`src/rtl/mem_block_reader_pkg.sv`:
```
// Shared types and constants for the memory block reader.
package mem_block_reader_pkg;

    // Controller states: wait for start, hold a read request, present the word, signal completion.
    typedef enum logic [1:0] {
        IDLE = 2'd0,
        REQ  = 2'd1,
        OUT  = 2'd2,
        DONE = 2'd3
    } state_e;

    // Largest response delay (in cycles) a test memory is expected to model.
    localparam int unsigned DELAY_MAX = 5;

endpackage

```
`src/rtl/mem_block_reader.sv`:
```
// Block reader: fetches `count` consecutive words starting at `base_addr` from a
// single-outstanding-request memory port and streams them out over val/rdy.
// Optional feature: define MEM_BLOCK_READER_TIMEOUT_EN to add the `err` output and
// abandon a request after TIMEOUT consecutive wait cycles.
module mem_block_reader
    import mem_block_reader_pkg::*;
#(
    parameter int unsigned ADDR_BITS = 16,
    parameter int unsigned WORD_BITS = 32,
    parameter int unsigned TIMEOUT   = 64
) (
    input  logic                 clk,
    input  logic                 reset,
    input  logic                 start,
    input  logic [ADDR_BITS-1:0] base_addr,
    input  logic [ADDR_BITS:0]   count,
    output logic                 busy,
    output logic                 done,
    output logic                 memreq_val,
    output logic [ADDR_BITS-1:0] memreq_addr,
    input  logic                 memresp_wait,
    input  logic [WORD_BITS-1:0] memresp_data,
    output logic                 out_val,
    input  logic                 out_rdy,
`ifdef MEM_BLOCK_READER_TIMEOUT_EN
    output logic [WORD_BITS-1:0] out_data,
    output logic                 err
`else
    output logic [WORD_BITS-1:0] out_data
`endif
);

    state_e                 state_q,  state_d;
    logic [ADDR_BITS-1:0]   addr_q,   addr_d;
    logic [ADDR_BITS:0]     remain_q, remain_d;
    logic [WORD_BITS-1:0]   data_q,   data_d;

`ifdef MEM_BLOCK_READER_TIMEOUT_EN
    // Counter only needs to reach TIMEOUT-1; the extra bit covers TIMEOUT=1.
    localparam int unsigned          WCNT_BITS = $clog2(TIMEOUT + 1);
    localparam logic [WCNT_BITS-1:0] WCNT_LAST = WCNT_BITS'(TIMEOUT - 1);

    logic [WCNT_BITS-1:0]   wcnt_q, wcnt_d;
    logic                   err_q,  err_d;
`endif

    // Next-state, address/count bookkeeping and response capture.
    always_comb begin
        // NOTE: every signal written here gets a default first, so no path can infer a latch.
        state_d  = state_q;
        addr_d   = addr_q;
        remain_d = remain_q;
        data_d   = data_q;
`ifdef MEM_BLOCK_READER_TIMEOUT_EN
        wcnt_d   = '0;
        err_d    = 1'b0;
`endif
        unique case (state_q)
            IDLE: begin
                if (start) begin
                    if (count != '0) begin
                        addr_d   = base_addr;
                        remain_d = count;
                        state_d  = REQ;
                    end else begin
                        // Empty block: complete without touching memory.
                        state_d  = DONE;
                    end
                end
            end
            REQ: begin
                if (!memresp_wait) begin
                    data_d  = memresp_data;
                    state_d = OUT;
                end
`ifdef MEM_BLOCK_READER_TIMEOUT_EN
                else if (wcnt_q == WCNT_LAST) begin
                    // Memory never answered: abandon the block silently apart from err.
                    err_d   = 1'b1;
                    state_d = IDLE;
                end else begin
                    wcnt_d  = wcnt_q + WCNT_BITS'(1);
                end
`endif
            end
            OUT: begin
                if (out_rdy) begin
                    remain_d = remain_q - (ADDR_BITS + 1)'(1);
                    // Natural wrap of the address register gives modulo 2^ADDR_BITS.
                    addr_d   = addr_q + ADDR_BITS'(1);
                    state_d  = (remain_q == (ADDR_BITS + 1)'(1)) ? DONE : REQ;
                end
            end
            DONE: begin
                state_d = IDLE;
            end
            default: begin
                state_d = IDLE;
            end
        endcase
    end

    // State and datapath registers; reset clears everything the outputs expose.
    always_ff @(posedge clk or posedge reset) begin
        if (reset) begin
            state_q  <= IDLE;
            addr_q   <= '0;
            remain_q <= '0;
            data_q   <= '0;
        end else begin
            // NOTE: non-blocking assignments so every register samples pre-edge values.
            state_q  <= state_d;
            addr_q   <= addr_d;
            remain_q <= remain_d;
            data_q   <= data_d;
        end
    end

`ifdef MEM_BLOCK_READER_TIMEOUT_EN
    // Wait-cycle counter and one-cycle error pulse.
    always_ff @(posedge clk or posedge reset) begin
        if (reset) begin
            wcnt_q <= '0;
            err_q  <= 1'b0;
        end else begin
            wcnt_q <= wcnt_d;
            err_q  <= err_d;
        end
    end

    assign err = err_q;
`endif

    // All outputs decode directly from registers, so they are glitch-free per cycle.
    assign busy        = (state_q != IDLE);
    assign done        = (state_q == DONE);
    assign memreq_val  = (state_q == REQ);
    assign memreq_addr = addr_q;
    assign out_val     = (state_q == OUT);
    assign out_data    = data_q;

endmodule

```
`config.mk`:
```
export PLATFORM = sky130hd
export DESIGN_NAME = mem_block_reader
export DESIGN_NICKNAME = d
export VERILOG_FILES = /design/src/rtl/mem_block_reader_pkg.sv /design/src/rtl/mem_block_reader.sv
export SDC_FILE = /design/constraint.sdc
export NUM_CORES = 1
export LEC_CHECK = 0
export CAP_MARGIN = 10
export CORE_MARGIN = 1
export CORE_UTILIZATION = 45
export DETAILED_ROUTE_END_ITERATION = 7
export PLACE_DENSITY = 0.8
export SLEW_MARGIN = 0
export SYNTH_ARGS = -nofsm -noshare
export SYNTH_HDL_FRONTEND = slang
export SYNTH_SLANG_ARGS = --single-unit
export TNS_END_PERCENT = 20
```
`constraint.sdc`:
```
create_clock -name clk -period 6.35 [get_ports clk]
set_clock_uncertainty 0.05 [all_clocks]
set_input_delay 0.9525 -clock clk [delete_from_list [all_inputs] [get_ports clk]]
set_output_delay 0.9525 -clock clk [all_outputs]
set_load 0.02 [all_outputs]
```
==> impl_metrics.py <==
metrics = {
    "yosys": {
        "synth-edff-count": 0,
        "synth_area_leaders": "dfrtp_1 (49%), mux2_2 (10%), a21oi_1 (5.2%)",
        "ys_top_cells_by_count": "dfrtp_1 (67), a21oi_1 (36), nand2_1 (33)",
        "synth_most_common_cell": "dfrtp_1",
        "synth.area.mux_share": 0.122,
        "ys_ff_latch": 67,
        "synth_top_area_share": 0.486,
        "synth_top_family_by_area": "simple AND/OR/NAND/NOR gates",
        "syn_area_sq_mm": 0.00345,
        "synth_simple_gate_area_frac": 0.173,
        "synth_area_leader_cell": "dfrtp_1",
        "synthAdderAreaFrac": 0.0109,
        "syn_nets": 425,
        "syn-instance-count": 352,
        "synth_xor_area_frac": 0,
        "synth_compound_area_frac": 0.167,
        "seq_area_frac_synth": 0.486,
        "yosys.cell_types.count": 46,
        "yosysWarnings": 0,
        "async_reset_ff_frac": 1.00,
        "syn_avg_cell_area_sq_um": 9.80,
        "synth-main-ff-cell": "dfrtp_1",
    },
    "hold_path": {
        "min_from": "memreq_addr[15]$_DFFE_PP0P_",
        "min_path_cells": 1,
        "hp-class": "reg2reg",
    },
    "global_route": {
        "grt_pass1_wl_um": 13800,
        "grt_usage": 0.230,
        "grt-ovfl-total": 0,
        "grt_pass1_vias": 2951,
        "antenna_found_initial": 0,
        "grt_max_degree": 67,
    },
    "worst_setup_path": {
        "critPathLaunch": "state_q[1]$_DFFE_PP0P_",
        "worstSetupPathType": "reg2out",
        "crit_path_end_kind": "output port",
        "crit_arrival_ns": 3.01,
        "crit_path_start_kind": "flop",
        "path_cells": "nand2b_1 > inv_1 > clkdlybuf4s50_1",
        "cp_max_fo": 66,
        "slowest_delay_ns": 1.05,
        "cp.required_ns": 5.35,
        "critPathSlowestCell": "dfrtp_2",
        "r2r_cells": 6,
        "r2r-start": "state_q[1]$_DFFE_PP0P_",
    },
    "final_layout": {
        "diodes": 0,
        "area_growth_pct": 43.8,
        "nNetsFinal": 540,
        "final_util": 0.677,
        "drive_above_1_share": 0.129,
    },
    "sta": {
        "finalHoldViolCount": 0,
        "post-route-period-util": 0.631,
        "fin_crit_ns": 4.01,
        "slew_viol_final": 0,
        "rsz0062_at_grt": "no",
        "clock.fmax_mhz": 250,
        "fin_setup_tns_ns": 0,
        "slew_headroom": 0.317,
        "worst_pin_slew_ns": 1.02,
        "fin_ws_ns": 2.34,
        "final-setup-viol-count": 0,
        "whs_ns": 0.437,
    },
    "detailed_routing": {
        "wl_met3_um": 842,
        "drcViolationCount": 0,
        "routed_via_density": 5.52,
        "met1Wirelength_um": 3800,
        "wl_met2_um": 4020,
        "wl_per_cell_um": 15.4,
        "ant_nets": 0,
        "drt-pass1-iter-count": 4,
        "drt_iter0_markers": 196,
        "vias": 3151,
        "routed.top_layer": "met4",
        "routed_wl_um": 8780,
    },
    "floorplanning": {
        "die_x_um": 89.6,
        "core_sq_mm": 0.00733,
        "start_util": 0.471,
        "dieArea_sq_mm": 0.00802,
        "ios": 122,
        "die_h_um": 89.6,
        "std_cell_rows": 31,
    },
    "placement": {
        "hpwl_um": 6340,
        "dpl_worst_slack_ns": 2.74,
        "port_buffers": 121,
        "gp_congestion": 0.828,
    },
    "clock_network": {
        "hold_buffers": 0,
        "clock_sinks": 67,
        "htree_levels": 3,
        "ctsResizeCount": 0,
        "cts-root-buf": "clkbuf_8",
        "clk_pin_slew_ns": 0.07,
        "clock_latency_ns": 0.34,
        "cts.path.max_buffers": 2,
        "numCtsBuffers": 9,
        "post_cts_buffers": 0,
        "cts_tree": "built",
    },
    "power": {
        "power_density_mw_per_mm2": 506,
        "leakage_uw": 0.00194,
        "vdd_ir_drop_max_uv": 326,
    },
    "run": {
        "max_cap_violations": 0,
    },
    "run_status": {
        "status": "complete, no violations",
    },
}
[path summary, 6_finish.rpt]
check | slack (ns) | to
worst max-delay path | 2.34 | out_val
worst min-delay path | 0.44 | memreq_addr[15]$_DFFE_PP0P_
worst max register to register | 3.45 | memreq_addr[15]$_DFFE_PP0P_
worst min register to register | 0.44 | memreq_addr[15]$_DFFE_PP0P_
max in group asynchronous | 4.34 | state_q[1]$_DFFE_PP0P_
min in group asynchronous | 0.97 | out_data[21]$_DFFE_PP0P_
[metal layers]
metal | track usage | up-vias
met3 | 0.0868 | 9
met2 | 0.352 | 125
li1 | - | 1527
met5 | 0 | -
met4 | 0.0981 | 0
met1 | 0.292 | 1490
[cells by family after synthesis]
family / after synthesis
fa+ha+maj: 3
mux: 38
buf+inv: 31
flops: 67
compound gates: 98
simple gates: 115
[through the flow]
| stage | power (uW) | cell area [sq um] | std cells |
|---|---|---|---|
| 3_5_place_dp | 2070 | 4710 | 555 |
| 5_1_grt | 2670 | 4960 | 571 |
| 3_3_place_gp | 2040 | 4710 | 555 |
| 2_1_floorplan | 1560 | 3450 | 352 |
| 6_report | 2510 | 4960 | 571 |
| 4_1_cts | 2530 | 4960 | 571 |
[report_power, final]
part	switching [uW]	internal, uW
Clock	171	272
Sequential	229	642
Combinational	598	601
[cell type report]
type	count	area [sq um]
well taps	99	124
fillers	572	2370
repair buffers	125	1240
inverters	10	37.5
flip-flops and latches	67	1680
clock buffers	10	138
clock inverters	6	111
multi-input cells	254	1630
[sequential cells by signal, summed over array words and instances (netlist names)]
name         count
state_q          2
out_data        32
memreq_addr     16
remain_q        17
[critical path, delay by kind of cell (launching register included)]
kind	cells	cell delay [ns]
flops	1	1.05
simple gates	1	0.46
buf+inv	2	1.16
[cells in the final DEF, fill, tap and decap left out, drive strengths merged, types with 4 or more instances in the layout]
cell type,n
clkdlybuf4s50,121
dfrtp,67
a21oi,36
nand2,33
mux2,32
o21ai,24
nor2,23
nand3,14
nor3,13
o22ai,12
clkbuf,10
inv,10
nor4,8
mux2i,6
a2bb2oi,5
a31oi,5
a211oi,4
buf,4
Note: power is estimated with default switching activity, not from simulation.
